<file path="src/rtl/biu_xfer_ctrl.sv">
// Burst transfer sequencer for the BIU internal bus: drives MAR/MDR control pins
// and the external memory req/ack handshake, with a per-word ack timeout.
module biu_xfer_ctrl #(
    parameter int LEN_W   = 4,
    parameter int TIMEOUT = 15
) (
    input  logic             Clk,
    input  logic             Reset,
    input  logic             start,
    input  logic             rw,
    input  logic [LEN_W-1:0] len,
    input  logic             mem_ack,
    output logic             mem_req,
    output logic             mem_we,
    output logic             mar_oe,
    output logic             mar_inc,
    output logic             mdr_ld,
    output logic             mdr_oe,
    output logic             busy,
    output logic             done,
    output logic             err,
    output logic [LEN_W-1:0] words_left
);

    // Wide enough to hold TIMEOUT itself, where the counter parks on abort.
    localparam int WAIT_W = (TIMEOUT < 1) ? 1 : $clog2(TIMEOUT + 1);
    localparam logic [WAIT_W-1:0] WAIT_LAST = WAIT_W'(TIMEOUT - 1);
    localparam logic [LEN_W-1:0]  ONE_WORD  = LEN_W'(1);

    typedef enum logic [1:0] {
        IDLE = 2'd0,
        REQ  = 2'd1,
        GAP  = 2'd2,
        DONE = 2'd3
    } state_t;

    state_t            state, state_nxt;
    logic              rw_lat, rw_lat_nxt;
    logic [LEN_W-1:0]  wl, wl_nxt;
    logic [WAIT_W-1:0] wait_cnt, wait_nxt;
    logic              err_q, err_nxt;

    always_ff @(posedge Clk) begin
        if (Reset) begin
            state    <= IDLE;
            rw_lat   <= 1'b0;
            wl       <= '0;
            wait_cnt <= '0;
            err_q    <= 1'b0;
        end else begin
            state    <= state_nxt;
            rw_lat   <= rw_lat_nxt;
            wl       <= wl_nxt;
            wait_cnt <= wait_nxt;
            err_q    <= err_nxt;
        end
    end

    always_comb begin
        state_nxt  = state;
        rw_lat_nxt = rw_lat;
        wl_nxt     = wl;
        wait_nxt   = wait_cnt;
        err_nxt    = err_q;
        mem_req    = 1'b0;
        mem_we     = 1'b0;
        mar_oe     = 1'b0;
        mar_inc    = 1'b0;
        mdr_ld     = 1'b0;
        mdr_oe     = 1'b0;
        done       = 1'b0;

        case (state)
            IDLE: begin
                if (start) begin
                    err_nxt = 1'b0;
                    if (len != '0) begin
                        rw_lat_nxt = rw;
                        wl_nxt     = len;
                        wait_nxt   = '0;
                        state_nxt  = REQ;
                    end else begin
                        // Empty burst: report completion without touching the bus.
                        state_nxt = DONE;
                    end
                end
            end

            REQ: begin
                mem_req = 1'b1;
                mar_oe  = 1'b1;
                mem_we  = rw_lat;
                mdr_oe  = rw_lat;
                if (mem_ack) begin
                    mar_inc  = 1'b1;
                    mdr_ld   = ~rw_lat;
                    wait_nxt = '0;
                    if (wl != '0)
                        wl_nxt = wl - ONE_WORD;
                    state_nxt = (wl <= ONE_WORD) ? DONE : GAP;
                end else begin
                    wait_nxt = wait_cnt + 1'b1;
                    // Abort leaves words_left showing how much was not transferred.
                    if (wait_cnt == WAIT_LAST) begin
                        err_nxt   = 1'b1;
                        state_nxt = DONE;
                    end
                end
            end

            GAP: begin
                state_nxt = REQ;
            end

            DONE: begin
                done      = 1'b1;
                state_nxt = IDLE;
            end

            default: begin
                state_nxt = IDLE;
            end
        endcase
    end

    assign busy       = (state != IDLE);
    assign err        = err_q;
    assign words_left = wl;

endmodule

</file>
<file path="config.mk">
export PLATFORM = sky130hd
export DESIGN_NAME = biu_xfer_ctrl
export DESIGN_NICKNAME = d
export VERILOG_FILES = /design/src/rtl/biu_xfer_ctrl.sv
export SDC_FILE = /design/constraint.sdc
export NUM_CORES = 1
export LEC_CHECK = 0
export CAP_MARGIN = 5
export CORE_MARGIN = 4
export CORE_UTILIZATION = 49
export DETAILED_ROUTE_END_ITERATION = 7
export PLACE_DENSITY_LB_ADDON = 0.12
export SYNTH_ARGS = -nofsm -noshare
export SYNTH_HDL_FRONTEND = slang
export SYNTH_SLANG_ARGS = --single-unit
</file>
<file path="constraint.sdc">
create_clock -name Clk -period 2.4 [get_ports Clk]
set_input_delay 0.36 -clock Clk [delete_from_list [all_inputs] [get_ports Clk]]
set_output_delay 0.36 -clock Clk [all_outputs]
set_load 0.05 [all_outputs]
</file>
## Yosys cells after proc, flatten, opt, wreduce, memory -nomap -nowiden

Cells that the tools add are included.

- Flip-flop bits (word level): 12
- Bits of input ports: 9
- Output and inout port bits: 13
- Word-level logic and storage cells: 56

- Add/subtract/negate cells: 2
- Order comparisons: 1
- Equal/unequal tests: 11
- Multiplexer cells: 26
- Bitwise gates (word level): 1
- Reduce and logical (&&, ||, !) cells: 10

Operators with widths:

| cell | number |
|---|---|
| two-way mux 4 bit | 7 |
| one-hot mux 4 bit (2 select lines) | 2 |
| inequality test 2 bit, second input constant | 6 |
| two-way mux 1 bit | 11 |
| two-way mux 2 bit | 4 |
| one-hot mux 2 bit (4 select lines) | 1 |
| nonzero test 4 bit | 2 |
| AND reduction 3 bit | 2 |
| AND reduction 5 bit | 1 |
| adder 4 x 1 -> 4 bit, second input constant | 1 |
| equality test 2 bit, second input constant | 2 |
| equality test 4 bit, second input constant | 1 |
| less-or-equal comparator 4 x 1 -> 1 bit, second input constant | 1 |
| AND reduction 4 bit | 1 |
| nonzero test 2 bit | 2 |
| subtractor 4 x 1 -> 4 bit, second input constant | 1 |
| inequality test 3 bit, second input constant | 1 |
| equality test 2 x 1 -> 1 bit, second input constant | 1 |
| logical NOT 2 bit | 1 |
| one-hot mux 1 bit (2 select lines) | 1 |
| AND reduction 2 bit | 1 |
| inverter 1 bit | 1 |

## Depth between registers and ports, before layout

- Depth after elaboration: 4
- Depth in mapped cells: 6
- Gate-level depth less buffers: 6

## Worst setup path before layout

OpenSTA, ideal clock, no wires.

- Path type: reg2out
- From: reg state[1]
- To: out mem_we
- Arrival: 1685 ps
- Data required time: 2040 ps
- Path slack: 355 ps
- Cell stages (with the launch flop): 6
- Path buffers: 2
- Path through: dfxtp_1 nand2b_1 buf_4 inv_2 and2_1 buf_4

- Longest elaborated chain between the ends: 2

Ends and longest elaborated chain:

| what | line | RTL |
|---|---|---|
| from (decl) | 37 | `state_t state, state_nxt;` |
| from (signal assigned) | 51 | `state <= state_nxt;` |
| equality test 2 x 1 -> 1 bit | - |  |
| two-way mux 1 bit | - |  |
| to (decl) | 14 | `output logic mem_we,` |

Every way passes these cells.

## Worst setup path in the final report

- From: reg state[0]
- To: out done

- Longest elaborated chain between the ends: 2

Ends and longest elaborated chain:

| what | line | RTL |
|---|---|---|
| equality test 2 bit | 73 | `case (state)` |
| two-way mux 1 bit | 73 |  |
| to (decl) | 20 | `output logic done,` |

Every way passes these cells.

==> results.md <==
- Outcome: finished clean
- Setup Crit Path Kind: flip-flop to output pin
- DR WL/cell: 14.2 um
- DIE HEIGHT: approximately 47 um
- Post-CTS setup buffer count: 0
- Core area: 0.00137 mm2
- Post-DRT Antenna Nets: 0
- Gpl congestion: 0.854
- # diodes: 0
- Clock sinks: 12
- Mapped cell area: 744 um2
- Top-count cell post-synth: nor2_1
- Synth cell count leaders: nor2_1 (14), dfxtp_1 (12), inv_1 (7)
- Unique cell type count in the Yosys netlist: 35
- Initial Util: 0.545
- Area occupied by multi-input gates: 443 um2
- Clock buffer depth: 2
- Period Utilization, post-route: 0.914
- Layout fillers: between 90 and 100
- Clock latency on the worst-skew pair: 270 ps
- Hold WC Path Type: flip-flop to flip-flop
- Synth Flop Type: dfxtp_1
- Worst-Margin Slew: 494 ps
- First-pass GRT wire length: 2790 um
- WP data required: between 2000 and 2500 ps
- Worst hold slack: 519 ps
- Hold path cells: 2
- Yosys warns: 0
- Reg2reg start: state[0]
- Vias: approximately 740
- Top post-synthesis cells by area: dfxtp_1 (32%), ha_1 (8.4%), nor2_1 (7.1%)
- Clock slew at reported path FFs: 70 ps
- Critical path launch point type: flip-flop
- Leakage: 0.399 nW
- PwrDens: 633 mW/mm2
- Share of the synthesized area in the top cell type: 0.323
- Routed vias/inst: 5.83
- FP Rows: 13
- Worst reg-to-reg setup slack: 570 ps
- FMAX: between 400 and 500 MHz
- Max FO, Critical Path: 12
- Number of nets in the layout: 127
- Area grow syn2layout: 32.9%
- Clk_skew: 0.700 ps
- CTS tree: built
- Slew headroom: 0.670
- Number of synthesized flops with an enable pin: 0
- Htree depth: 1
- CTS root buffer: clkbuf_4
- Total Power: 0.626 mW
- Seq. cell area: 240 um2
- Die area: 0.00221 mm2
- RSZ-0062 raised after global routing: false
- Largest net degree at the start of global routing: 15
- Number of setup violations in the final report: 0
- Initial antenna violation count: 0
- Remaining Overflow, GRT: 0
- Ports: 22
- Max VDD drop: between 0.4 and 0.5 mV
- First DRT Iteration DRCs: 19
- Syn nets: approximately 100
- Sequential area share after synthesis: 0.323
- Vias in the first global route: 607
- Avg Inst Size Synth: ~8.3 um2
- Hold endpoint: words_left[1]
- CTS resizes: 0
- Final WL: about 1800 um
- DR DRC count: 0
- Port Buffer Count: 21
- Min cycle time layout: 2190 ps
- Beginning of the worst hold path: words_left[1]
- Dominant cell type by area after synthesis: dfxtp_1
- Flops & latches, synth: 12
- Worst Path Arrival: 1830 ps
- Mapped Cells: 90
- Hold Vio Cnt, Final: 0
- Hold Buf Count CTS: 0
- Total CTS buffers: 3
- Layout cells sized above 1: 0.144
- FF-to-FF path depth: 5
- Maxcap violations: 0
- R2r endpoint: words_left[1]
- Crit path capture type: output pin
- TNS Setup: 0 ps
- Max Slew Vio Count: 0
- Share of synthesized registers carrying an async set or reset: 0
- Total GRT Usage: 0.183
- DRT Pass-1 Iters: 4
- Die W: 47.0 um
- Post-DP HPWL: 1340 um
[worst max-delay path, stage by stage, from the launching register on]
cell             delay (ps)
dfxtp_1                 580
and2_1                  190
clkdlybuf4s50_1         790
[power breakdown]
part,switching (mW),leakage [nW],total [mW],internal (mW)
Combinational,0.160,0.287,0.261,0.101
Clock,0.0670,0.0138,0.125,0.0582
Sequential,0.0250,0.0981,0.240,0.215
Total,0.252,0.399,0.626,0.374
[sequential cells by signal, summed over array words and instances, names as in the netlist]
name	cells
err	1
wait_cnt	4
rw_lat	1
words_left	4
state	2
[cell type report]
| cell class | count | area share |
|---|---|---|
| inverters | 8 | 0.0303 |
| well taps | 15 | 0.0190 |
| flip-flops and latches | 12 | 0.243 |
| clock buffers | 3 | 0.0228 |
| multi-input cells | 65 | 0.448 |
| repair buffers | 23 | 0.238 |
[how the worst max path moves through the flow]
stage,start,end,cells past startpoint
after floorplan,state[1],mem_we,5
after global routing,state[0],done,2
after detailed placement,len[1],words_left[3],5
after CTS,state[0],done,2
after global placement,len[1],words_left[0],5
final,state[0],done,2
[layout by cell type (no fill, tap or decap), types with 2 or more instances in the layout]
| cell type | count |
|---|---|
| clkdlybuf4s50_1 | 15 |
| nor2_1 | 14 |
| dfxtp_1 | 12 |
| inv_1 | 7 |
| a21oi_1 | 6 |
| nand2_1 | 6 |
| buf_4 | 6 |
| ha_1 | 5 |
| nor3_1 | 4 |
| nand2b_1 | 3 |
| clkbuf_4 | 3 |
| and2_1 | 2 |
| a211oi_1 | 2 |
| a311oi_1 | 2 |
| o21ai_0 | 2 |
| buf_12 | 2 |
[metrics by stage]
| step | instance area (um2) | setup WS, ps | utilization | std cells |
|---|---|---|---|---|
| 3_5_place_dp | 967 | 342 | 0.708 | 123 |
| 2_1_floorplan | 744 | 355 | - | 90 |
| 4_1_cts | 990 | 213 | 0.724 | 126 |
| 5_1_grt | 990 | 147 | 0.724 | 126 |
| 6_report | 990 | 207 | 0.724 | 126 |
| 3_3_place_gp | 967 | 372 | 0.708 | 123 |
[logic make-up after synthesis]
family | Yosys count | share of synthesized area
compound gates | 23 | 0.259
simple gates | 36 | 0.239
mux | 1 | 0.0134
fa+ha+maj | 5 | 0.0840
buf+inv | 13 | 0.0823
flops | 12 | 0.323
[per-layer routing]
metal / GRT usage / share of wire / vias up
li1: - / - / 366
met4: 0.0663 / 0.011 / 0
met3: 0.0575 / 0.071 / 4
met5: 0 / 0 / -
met2: 0.282 / 0.46 / 23
met1: 0.240 / 0.45 / 342
(Power assumes the default switching activity.)
